**config.mk**
```make
export PLATFORM = sky130hd
export DESIGN_NAME = cbus_axi_bridge
export DESIGN_NICKNAME = d
export VERILOG_FILES = /design/src/rtl/cbus_axi_bridge_pkg.sv /design/src/rtl/cbus_axi_bridge.sv
export SDC_FILE = /design/constraint.sdc
export NUM_CORES = 1
export LEC_CHECK = 0
export ABC_AREA = 1
export CAP_MARGIN = 10
export CORE_AREA = 2 2 117 119
export DETAILED_ROUTE_END_ITERATION = 6
export DIE_AREA = 0 0 119 121
export SLEW_MARGIN = 15
export SYNTH_ARGS = -nofsm -noshare
export SYNTH_HDL_FRONTEND = slang
export SYNTH_SLANG_ARGS = --single-unit
```
**constraint.sdc**
```tcl
create_clock -name clk -period 2.6 [get_ports clk]
set_clock_uncertainty 0.05 [all_clocks]
set_input_delay 0.65 -clock clk [delete_from_list [all_inputs] [get_ports clk]]
set_output_delay 0.65 -clock clk [all_outputs]
set_load 0.01 [all_outputs]
```
**src/rtl/cbus_axi_bridge_pkg.sv**
```systemverilog
// Cache-bus request/response types, AXI3 master channel bundles and the bridge state encoding.
package cbus_axi_bridge_pkg;

    localparam int ADDR_W   = 32;
    localparam int DATA_W   = 32;
    localparam int STRB_W   = DATA_W / 8;
    localparam int LEN_W    = 4;
    localparam int SIZE_W   = 3;
    localparam int AXI_ID_W = 4;

    localparam logic [1:0] AXI_BURST_INCR = 2'b01;
    localparam logic [1:0] AXI_RESP_OKAY  = 2'b00;

    typedef struct packed {
        logic              valid;
        logic              is_write;
        logic [SIZE_W-1:0] size;
        logic [ADDR_W-1:0] addr;
        logic [STRB_W-1:0] strobe;
        logic [DATA_W-1:0] data;
        logic [LEN_W-1:0]  len;
    } cbus_req_t;

    typedef struct packed {
        logic              ready;
        logic              last;
        logic [DATA_W-1:0] data;
        logic              okay;
    } cbus_resp_t;

    typedef struct packed {
        logic [AXI_ID_W-1:0] arid;
        logic [ADDR_W-1:0]   araddr;
        logic [LEN_W-1:0]    arlen;
        logic [SIZE_W-1:0]   arsize;
        logic [1:0]          arburst;
        logic                arvalid;
        logic                rready;
        logic [AXI_ID_W-1:0] awid;
        logic [ADDR_W-1:0]   awaddr;
        logic [LEN_W-1:0]    awlen;
        logic [SIZE_W-1:0]   awsize;
        logic [1:0]          awburst;
        logic                awvalid;
        logic [AXI_ID_W-1:0] wid;
        logic [DATA_W-1:0]   wdata;
        logic [STRB_W-1:0]   wstrb;
        logic                wlast;
        logic                wvalid;
        logic                bready;
    } axi_req_t;

    typedef struct packed {
        logic                arready;
        logic [AXI_ID_W-1:0] rid;
        logic [DATA_W-1:0]   rdata;
        logic [1:0]          rresp;
        logic                rlast;
        logic                rvalid;
        logic                awready;
        logic                wready;
        logic [AXI_ID_W-1:0] bid;
        logic [1:0]          bresp;
        logic                bvalid;
    } axi_resp_t;

    typedef enum logic [2:0] {
        ST_IDLE = 3'd0,
        ST_AR   = 3'd1,
        ST_R    = 3'd2,
        ST_AW   = 3'd3,
        ST_W    = 3'd4,
        ST_B    = 3'd5
    } bridge_state_t;

endpackage

```
**src/rtl/cbus_axi_bridge.sv**
```systemverilog
// Purpose: converts one cache-bus read or write burst at a time into an AXI3 master transaction.
// Latency: AR/AW one cycle after creq.valid; read beats pass through combinationally in R.
// Backpressure: AXI readies stall the FSM; upstream sees cresp.ready only on accepted beats.
module cbus_axi_bridge
    import cbus_axi_bridge_pkg::*;
#(
    parameter logic [AXI_ID_W-1:0] AXI_ID = '0
) (
    input  logic       clk,
    input  logic       resetn,
    input  cbus_req_t  creq,
    output cbus_resp_t cresp,
    output axi_req_t   axi_req,
    input  axi_resp_t  axi_resp
);

    bridge_state_t    state_q, state_d;
    logic [LEN_W-1:0] cnt_q, cnt_d;
    logic             wlast_w;

    // IDs of returning beats are irrelevant with a single outstanding transaction.
    logic unused_ids;
    assign unused_ids = ^{axi_resp.rid, axi_resp.bid};

    always_ff @(posedge clk or negedge resetn) begin
        if (!resetn) begin
            state_q <= ST_IDLE;
            cnt_q   <= '0;
        end else begin
            state_q <= state_d;
            cnt_q   <= cnt_d;
        end
    end

    assign wlast_w = (cnt_q == creq.len);

    always_comb begin
        state_d = state_q;
        cnt_d   = cnt_q;
        cresp   = '0;
        axi_req = '0;

        axi_req.arid    = AXI_ID;
        axi_req.araddr  = creq.addr;
        axi_req.arlen   = creq.len;
        axi_req.arsize  = creq.size;
        axi_req.arburst = AXI_BURST_INCR;
        axi_req.awid    = AXI_ID;
        axi_req.awaddr  = creq.addr;
        axi_req.awlen   = creq.len;
        axi_req.awsize  = creq.size;
        axi_req.awburst = AXI_BURST_INCR;
        axi_req.wid     = AXI_ID;
        axi_req.wdata   = creq.data;
        axi_req.wstrb   = creq.strobe;

        unique case (state_q)
            ST_IDLE: begin
                if (creq.valid) begin
                    state_d = creq.is_write ? ST_AW : ST_AR;
                end
            end
            ST_AR: begin
                axi_req.arvalid = 1'b1;
                if (axi_resp.arready) begin
                    state_d = ST_R;
                end
            end
            ST_R: begin
                axi_req.rready = 1'b1;
                cresp.ready    = axi_resp.rvalid;
                cresp.data     = axi_resp.rdata;
                cresp.last     = axi_resp.rlast;
                cresp.okay     = (axi_resp.rresp == AXI_RESP_OKAY);
                if (axi_resp.rvalid && axi_resp.rlast) begin
                    state_d = ST_IDLE;
                end
            end
            ST_AW: begin
                axi_req.awvalid = 1'b1;
                cnt_d           = '0;
                if (axi_resp.awready) begin
                    state_d = ST_W;
                end
            end
            ST_W: begin
                axi_req.wvalid = 1'b1;
                axi_req.wlast  = wlast_w;
                // The last data beat is acknowledged upstream only once B returns.
                if (axi_resp.wready) begin
                    if (wlast_w) begin
                        state_d = ST_B;
                    end else begin
                        cresp.ready = 1'b1;
                        cresp.okay  = 1'b1;
                        cnt_d       = cnt_q + 1'b1;
                    end
                end
            end
            ST_B: begin
                axi_req.bready = 1'b1;
                if (axi_resp.bvalid) begin
                    cresp.ready = 1'b1;
                    cresp.last  = 1'b1;
                    cresp.okay  = (axi_resp.bresp == AXI_RESP_OKAY);
                    state_d     = ST_IDLE;
                end
            end
            default: begin
                state_d = ST_IDLE;
            end
        endcase
    end

endmodule

```
# == Yosys cells after proc, flatten, opt, wreduce, memory -nomap -nowiden ==
# Index checks and enable logic that the tools add are counted.
# totals
out_inout_bits,171
wordCells,49
inputBits,129
ff_bits,7
# op_classes
eq_ne,14
muxes,25
n_addsub,1
reduce_logical,7
# op_table
cell,count
$mux W32,1
$mux W3,7
$pmux W3 S6,1
$ne A2 B2 Y1 const B,8
$mux W4,2
$pmux W4 S2,1
$mux W1,7
$reduce_and A7 Y1,1
$eq A3 B2 Y1 const B,2
$eq A3 B3 Y1 const B,2
$mux W2,3
$pmux W1 S3,2
$add A4 B1 Y4 const B,1
$eq A4 B4 Y1,1
$logic_not A2 Y1,2
$eq A3 B1 Y1 const B,1
$logic_not A3 Y1,1
$reduce_and A3 Y1,1
$pmux W1 S2,1
$reduce_bool A2 Y1,1
$logic_and A1 B1 Y1,1

# == Longest topological paths before layout ==
# Gate-level depths: netlist (run 1).
# logic_depth
word_depth,4
depth_mapped,9

# == Worst setup path before layout (run 1) ==
# No wires, ideal clock.
# synth_timing
kind,in2out
from,in creq[1] (netlist bit)
to,out cresp[0] (netlist bit)
n_path_buf,0
arrival_ns,1.171
t_required_ns,1.900
path_stages,7
slack_ns,0.729
path_cell_list,inv_1 -> nand2_1 -> nand2_1 -> nor2_1 -> nand2_2 -> nand3_1 -> nand2_1
# synth_rtl
element,line,text
start: declaration,cbus_axi_bridge.sv:11,"input cbus_req_t creq,"
end: declaration,cbus_axi_bridge.sv:12,"output cbus_resp_t cresp,"

==> results of run 1 <==
## cells in the mapped netlist, drive strengths merged
cell type / number
buf: 134
inv: 51
nand2: 44
nor2: 43
nand4: 8
dfrtp: 7
nand3: 5
a21oi: 2
conb: 2
nand3b: 2
nor3: 2
xor2: 2
clkinv: 1
ha: 1
o21ai: 1
## through the flow
stage / util (%) / cell area (um^2)
after global routing: 18.0 / 2360
after floorplan: - / 1950
after global placement: 17.2 / 2250
after CTS: 17.8 / 2330
after detailed placement: 17.2 / 2250
final: 18.0 / 2360
## flip-flops by register name (all words and copies together), names as in the netlist
| name | count |
|---|---|
| cnt_q | 4 |
| state_q | 3 |
## worst paths after layout
kind / from / depth (start not counted) / to
max in group asynchronous: resetn / 1 / state_q[0]
min in group asynchronous: resetn / 1 / cnt_q[0]
setup reg to reg: state_q[0] / 9 / cnt_q[0]
setup / recovery: axi_resp[40] / 4 / cresp[28]
hold / removal: cnt_q[3] / 2 / cnt_q[3]
hold reg to reg: cnt_q[3] / 2 / cnt_q[3]
## kinds of logic (layout without fill, tap and decap cells)
kind of cell | after synthesis | in the layout
compound gates | 3 | 3
xor+xnor | 2 | 2
fa+ha+maj | 1 | 1
buf+inv | 186 | 168
flops | 7 | 7
other cells | 2 | 16
simple gates | 104 | 104
## layer usage
metal / GRT usage, % / vias up / routed length (um)
met2: 12.3 / 142 / 2700
li1: - / 737 / -
met1: 8.90 / 623 / 2290
met4: 4.32 / 0 / 279
met3: 6.30 / 33 / 1110
met5: 0 / - / 0
## cell type report
class,count,area (um^2)
fillers,1515,10700
well taps,176,220
inverters,52,196
repair buffers,112,1100
clock buffers,4,78.8
multi-input cells,126,589
flip-flops and latches,7,175
## power by group
group	switching, mW	internal [mW]
sequential	0.0295	0.139
combinational	0.557	0.511
clock	0.0579	0.204
## critical path: stages
cell             delay, ns
clkdlybuf4s50_1       0.45
inv_1                 0.04
nor2_1                0.13
clkdlybuf4s50_1       0.58
## timing repair
| item | 4_1_cts | 5_1_grt |
|---|---|---|
| resized for setup | 13 | 17 |
| pin swaps | 0 | 1 |
| setup buffers | 1 | 0 |
| endpoints found under the setup margin | 27 | 28 |
| hold buffers | 0 | 0 |
==> reports/metrics.yaml, run 1 <==
critical_path:
  worstPathMaxFanout: 1
  crit_arrival_ns: 1.85
  worst_setup_path_end_kind: "primary output"
  start_kind: "primary input"
  critical_path_required_ns: 1.90
  worstSetupPathType: "primary input to primary output"
  reg2reg_slack_ns: 1.17
route:
  routedWlPerCell_um: 13.4
  firstDrtPassIters: 4
  drtIter0Drc: 90
  drc: 0
  vias: 1535
  drt-total-wl_mm: 6.37
  via_per_inst: 3.22
  ant_nets: 0
sta:
  worst_slack_ns: 0.0539
  min_period_ns: 2.55
  finalHoldViolCount: 0
  maxSlewViolCount: 0
  setup_violations: 0
  setup_tns_ns: 0
  fmax_ghz: 0.393
  timing.final.crit_share_pct: 97.9
  hold-worst-slack_ns: 0.497
placement:
  dp_hpwl_mm: 5.39
  post-place-ws_ns: -0.346
  port_buffers: 98
  gp_congestion: 0.778
  dp.cells: 472
synth:
  synth-compound-area-share_pct: 0.988
  synth_area_leaders: "buf_4, dfrtp_1, inv_1"
  synth_xor_area_share_pct: 0.922
  ys_ff_latch: 7
  synth_area_per_cell_um2: 6.23
  synth_mux_area_share_pct: 0
  synth_cells: 305
  synth_cell_types: 23
  synthAdderAreaFrac_pct: 0.659
  yosysSeqAreaShare_pct: 9.22
  synth_top_family_by_area: "buffers and inverters"
  yosysTopAreaCell: "buf_4"
  synth_area_um2: 1900
  ys.warnings.count: 0
  synthSimpleGateAreaFrac_pct: 24.7
  synth_top_area_share_pct: 51.4
global_route:
  grt_overflow: 0
  grtUsageTotal_pct: 8.43
  grt_max_degree: 24
  grt_pass1_vias: 1560
  grt_pass1_wl_mm: 9.22
  antenna_found_initial: 0
clock_tree:
  cts.clk_slew.worst_paths_ns: 0.04
  clk_latency_ns: 0.23
  htreeDepth: 1
  clock_path_buffers: 2
  cts_sinks: 7
  clockRootBuffer: "clkbuf_16"
  cts-buffers-inserted: 3
  cts_tree: "built"
cells_and_area:
  diodes: 0
  mostFrequentLayoutCell: "clkdlybuf4s50_1"
  area_delta_synth_final_pct: 24.2
  mostFrequentLayoutCells: "clkdlybuf4s50_1, inv_1, nand2_1"
  fin_nets: 432
  stdcell_count: 477
  layout-drive-gt1-share_pct: 14.0
hold_path:
  hold_path_class: "flop to flop"
pwr:
  leakagePower_nw: 1.37
  finalPower_mw: 1.50
  powerDensity_nw_per_um2: 635
  vdd_drop_max_v: 0.000213
floorplan:
  die_width_um: 119
  die_area_um2: 14400
  start_util_pct: 14.5
  core_um2: 13100
  io_pins: 300
  rows: 42
  die_y_um: 121
run_status:
  status: "completed"
run:
  maxCapViolCount: 0
Power figures use the tool's default switching activity.
==> run 2: changes to the inputs <==
HOLD_SLACK_MARGIN = 0.1   (was not set)
MAX_ROUTING_LAYER = met4   (was not set)
==> run 2 against run 1 <==
Net effect:
- core utilization stayed put
- setup slack worse by 0.00055 ns
- routed wire length hardly changed
- sequential power hardly changed
- clock-buffer cell count stayed put
- register-to-register slack hardly changed
- via count is 0.33% higher
- die area stayed put
- final cell count stayed put
- combinational power hardly changed
- critical path type unchanged
- critical path depth stayed put
==> reports/metrics.yaml, run 2 (synthesized netlist as in run 1, its figures left out) <==
hold_path:
  hold_path_class: "flop to flop"
  hold_depth: 2
cells_and_area:
  mostFrequentLayoutCells: "clkdlybuf4s50_1, inv_1, nand2_1"
  layout-drive-gt1-share_pct: 14.0
  diodes: 0
  largestRegisters: "cnt_q (4), state_q (3)"
  largest_reg_flops: 4
  stdcell_count: 477
  fin_nets: 432
  regMostFlops: "cnt_q"
  area_delta_synth_final_pct: 24.2
  mostFrequentLayoutCell: "clkdlybuf4s50_1"
clock_tree:
  cts_tree: "built"
  cts_sinks: 7
  htreeDepth: 1
  clk_latency_ns: 0.23
  cts_hold_buf: 0
  clockRootBuffer: "clkbuf_16"
  cts.clk_slew.worst_paths_ns: 0.04
  clock_path_buffers: 2
  cts-buffers-inserted: 3
sta:
  finalHoldViolCount: 0
  setup_tns_ns: 0
  timing.final.crit_share_pct: 97.9
  setup_violations: 0
  maxSlewViolCount: 0
  hold-worst-slack_ns: 0.497
  fmax_ghz: 0.393
  min_period_ns: 2.55
route:
  via_per_inst: 3.23
  drtIter0Drc: 82
  firstDrtPassIters: 4
  drt-total-wl_mm: 6.38
  ant_nets: 0
  routedWlPerCell_um: 13.4
  vias: 1540
  drc: 0
placement:
  dp.cells: 472
  gp_congestion: 0.789
  dp_hpwl_mm: 5.39
  port_buffers: 98
global_route:
  grt_max_degree: 24
  grt_overflow: 0
  antenna_found_initial: 0
  grt_pass1_vias: 1569
  grtUsageTotal_pct: 8.67
  grt_pass1_wl_mm: 9.19
pwr:
  vdd_drop_max_v: 0.000213
  leakagePower_nw: 1.37
  finalPower_mw: 1.50
  powerDensity_nw_per_um2: 636
floorplan:
  die_area_um2: 14400
  core_um2: 13100
  start_util_pct: 14.5
  die_y_um: 121
  io_pins: 300
  rows: 42
  die_width_um: 119
critical_path:
  crit_end: "cresp[6]"
  rr_worst_depth: 9
  start_kind: "primary input"
  critical_path_required_ns: 1.90
  worst_setup_path_end_kind: "primary output"
  reg2reg_slack_ns: 1.16
  worstSetupPathType: "primary input to primary output"
  rr_startpoint: "state_q[0]"
  timing.rr.end: "cnt_q[0]"
  critPathLaunch: "axi_resp[18]"
  crit_arrival_ns: 1.85
  worstPathMaxFanout: 1
run:
  maxCapViolCount: 0
run_status:
  status: "completed"
run 2: cell counts in the layout (fill, tap and decap cells not counted):
No cell type changed its count.
run 2: cell type report:
cell class / instances / area [um^2]
Inverter: 52 / 196
Fill cell: 1515 / 10700
Tap cell: 176 / 220
Clock buffer: 4 / 78.8
Multi-Input combinational cell: 126 / 589
Timing Repair Buffer: 112 / 1100
Sequential cell: 7 / 175
run 2: worst min path at each step:
stage | end | slack [ns] | startpoint
finish | cnt_q[3] | 0.50 | cnt_q[3]
global route | cnt_q[0] | 0.57 | cnt_q[0]
CTS | cnt_q[1] | 0.50 | cnt_q[1]
detailed placement | cnt_q[1] | 0.49 | cnt_q[1]
global placement | cnt_q[3] | 0.49 | cnt_q[3]
floorplan | cnt_q[0] | 0.30 | resetn
run 2: what timing repair did:
action	CTS	global route
resized for setup	13	17
setup endpoints to repair	27	28
pin swaps	0	1
buffers inserted	1	0
run 2: critical path: stages:
cell             delay [ns]
clkdlybuf4s50_1        0.46
inv_1                  0.05
nor2_1                 0.13
clkdlybuf4s50_1        0.56
run 2: metal layers:
metal / GRT usage [%] / vias up / wire, um
met5: - / - / 0
met4: 4.32 / 0 / 284
met1: 9.13 / 623 / 2350
met3: 5.92 / 38 / 1050
met2: 12.3 / 142 / 2700
li1: - / 737 / -
run 2: where the power goes:
part	internal, mW	total [mW]	leakage [nW]	switching, mW
clock network	0.204	0.262	0.0382	0.0579
logic	0.511	1.07	1.24	0.559
registers	0.139	0.168	0.0935	0.0295
run 2: metrics by stage:
step           util (%)  area, um^2  worst slack, ns
2_1_floorplan         -        1950            0.729
3_3_place_gp       17.2        2250           -0.356
3_5_place_dp       17.2        2250           -0.346
4_1_cts            17.8        2330          0.00255
5_1_grt            18.0        2360         -0.00550
6_report           18.0        2360           0.0533
==> run 3: changes to the inputs <==
ABC_AREA = 0   (was 1)
==> run 3 against run 2 <==
Net effect:
- via count fell by 20%
- synthesized cell count fell by 25%
- die area did not move
- core utilization fell by 1.0 points
- design area fell by 5.8%
- sequential power rose by 17%
- final cell count fell by 15%
- register-to-register slack got worse by 0.24 ns
- first-iteration DRC count fell by 73%
- critical endpoint is now cresp[12]
- largest cell class unchanged
- highest routed layer unchanged
==> reports/metrics.yaml, run 3 <==
critical_path:
  crit_arrival_ns: 1.85
  worst_setup_path_end_kind: "primary output"
  worstPathMaxFanout: 26
  critical_path_required_ns: 1.90
  critPathLaunch: "state_q[2]"
  worstSetupPathType: "flop to primary output"
  rr_worst_depth: 5
  start_kind: "flop"
  rr_startpoint: "cnt_q[0]"
synth:
  synthTopCellsByCount: "buf_4, and2_1, nand2_1"
  synth_mux_area_share_pct: 0.575
  synthAdderAreaFrac_pct: 0.719
  synthSimpleGateAreaFrac_pct: 21.1
  synth_cells: 229
  synth_area_um2: 1740
  ys.warnings.count: 0
  synth_area_leaders: "buf_4, and2_1, dfrtp_1"
  ys_ff_latch: 7
  synth_cell_types: 32
  synth_top_area_share_pct: 56.1
  yosysTopAreaCell: "buf_4"
  async_flop_share_pct: 100
  yosysSeqAreaShare_pct: 10.1
  synth_flop_cell: "dfrtp_1"
  synth_edf_count: 0
  synth_area_per_cell_um2: 7.60
  synth_top_family_by_area: "buffers and inverters"
  yosysMostFrequentCell: "buf_4"
  synth-compound-area-share_pct: 6.76
  synth_xor_area_share_pct: 2.01
floorplan:
  io_pins: 300
  start_util_pct: 13.3
  die_width_um: 119
  rows: 42
  die_y_um: 121
  die_area_um2: 14400
  core_um2: 13100
route:
  drtIter0Drc: 22
  via_per_inst: 3.06
  drt-total-wl_mm: 4.47
  routedWlPerCell_um: 11.1
  drc: 0
  firstDrtPassIters: 4
  ant_nets: 0
  vias: 1236
clock_tree:
  cts_sinks: 7
  cts.clk_slew.worst_paths_ns: 0.04
  clock_path_buffers: 2
  cts_tree: "built"
  htreeDepth: 1
  clockRootBuffer: "clkbuf_16"
  clk_latency_ns: 0.23
  cts-buffers-inserted: 3
  cts_hold_buf: 0
placement:
  dp.cells: 400
  dpl_cell_area_um2: 2130
  dp_hpwl_mm: 3.79
  gp_congestion: 0.743
  port_buffers: 98
sta:
  setup_violations: 0
  rsz0062_at_grt: "true"
  maxSlewViolCount: 0
  finalHoldViolCount: 0
  timing.final.crit_share_pct: 97.9
  min_period_ns: 2.55
  fmax_ghz: 0.393
cells_and_area:
  fin_nets: 359
  largestRegisters: "cnt_q (4), state_q (3)"
  mostFrequentLayoutCell: "clkdlybuf4s50_1"
  regMostFlops: "cnt_q"
  final_cell_area_um2: 2220
  diodes: 0
  largest_reg_flops: 4
  mostFrequentLayoutCells: "clkdlybuf4s50_1, and2_1, buf_4"
  stdcell_count: 404
  area_delta_synth_final_pct: 27.7
  layout-drive-gt1-share_pct: 18.4
global_route:
  antenna_found_initial: 0
  grt_max_degree: 27
  grt_pass1_vias: 1236
  grt_pass1_wl_mm: 6.52
  grt_overflow: 0
  grtUsageTotal_pct: 6.06
hold_path:
  hold_depth: 1
  hold_path_class: "flop to flop"
  hold_path.startpoint: "state_q[2]"
pwr:
  vdd_drop_max_v: 0.000166
  leakagePower_nw: 0.891
  finalPower_mw: 1.60
  powerDensity_nw_per_um2: 719
run_status:
  status: "completed"
run:
  maxCapViolCount: 0
run 3: changes by cell type after synthesis, sizes merged, moves of 3 or more:
cell	delta
and2	+33
nor3b	+3
inv	-48
clkbuf	+3
nor2	-39
nand2	-35
nand4	-8
run 3: area by class of cell:
class	count	area, um^2
tap	176	220
multi-input combinational	98	649
clock buffer	4	78.8
sequential	7	178
fill	1445	10900
inverter	3	11.3
timing repair buffer	116	1090
run 3: stage by stage:
| step | utilization (%) | hold slack, ns | setup TNS [ns] | worst slack (ns) |
|---|---|---|---|---|
| after floorplan | - | 0.304 | 0 | 0.184 |
| after global placement | 16.2 | 0.519 | -1.88 | -0.726 |
| after detailed placement | 16.2 | 0.521 | -2.00 | -0.800 |
| after CTS | 16.9 | 0.542 | 0 | 0.0152 |
| after global routing | 17.0 | 0.532 | -0.0157 | -0.0149 |
| final | 17.0 | 0.510 | 0 | 0.0546 |
run 3: routing by layer:
layer / GRT usage, % / wire length, um / part of all wire [%] / up-vias
li1: - / - / - / 571
met3: 2.26 / 456 / 10 / 26
met1: 5.69 / 1600 / 36 / 547
met4: 5.36 / 208 / 4.7 / 0
met2: 9.77 / 2210 / 49 / 92
met5: - / 0 / 0 / -
run 3: what timing repair did:
item,CTS,global route
pin swaps,9,3
setup buffers,0,1
endpoints found under the setup margin,8,25
resized for setup,34,7
run 3: kinds of logic (layout without fill, tap and decap cells):
| group | after synthesis | count (layout) |
|---|---|---|
| flip-flops | 7 | 7 |
| AND/OR/NAND/NOR | 62 | 62 |
| buffers and inverters | 138 | 123 |
| XOR/XNOR | 4 | 4 |
| multiplexers | 1 | 1 |
| other | 2 | 16 |
| AO/OA/AOI/OAI | 14 | 14 |
| adder cells (fa/ha/maj) | 1 | 1 |
run 3: critical path, stage by stage (launching register included):
cell,delay (ns)
dfrtp_2,0.46
nor3b_4,0.22
buf_6,0.21
and2_1,0.16
clkdlybuf4s50_1,0.55
run 3: worst paths after layout:
check,endpoint,slack (ns)
min,state_q[1],0.51
min reg2reg,state_q[1],0.51
max,cresp[12],0.05
min in group asynchronous,cnt_q[2],0.64
max in group asynchronous,state_q[0],1.59
max reg2reg,cnt_q[3],0.92
run 3: power by group:
part           internal, mW  total [mW]  switching, mW  leakage, nW
Sequential            0.146       0.197         0.0510       0.0907
Clock                 0.204       0.265         0.0610       0.0382
Combinational         0.652        1.14          0.484        0.762
Total                  1.00        1.60          0.596        0.891
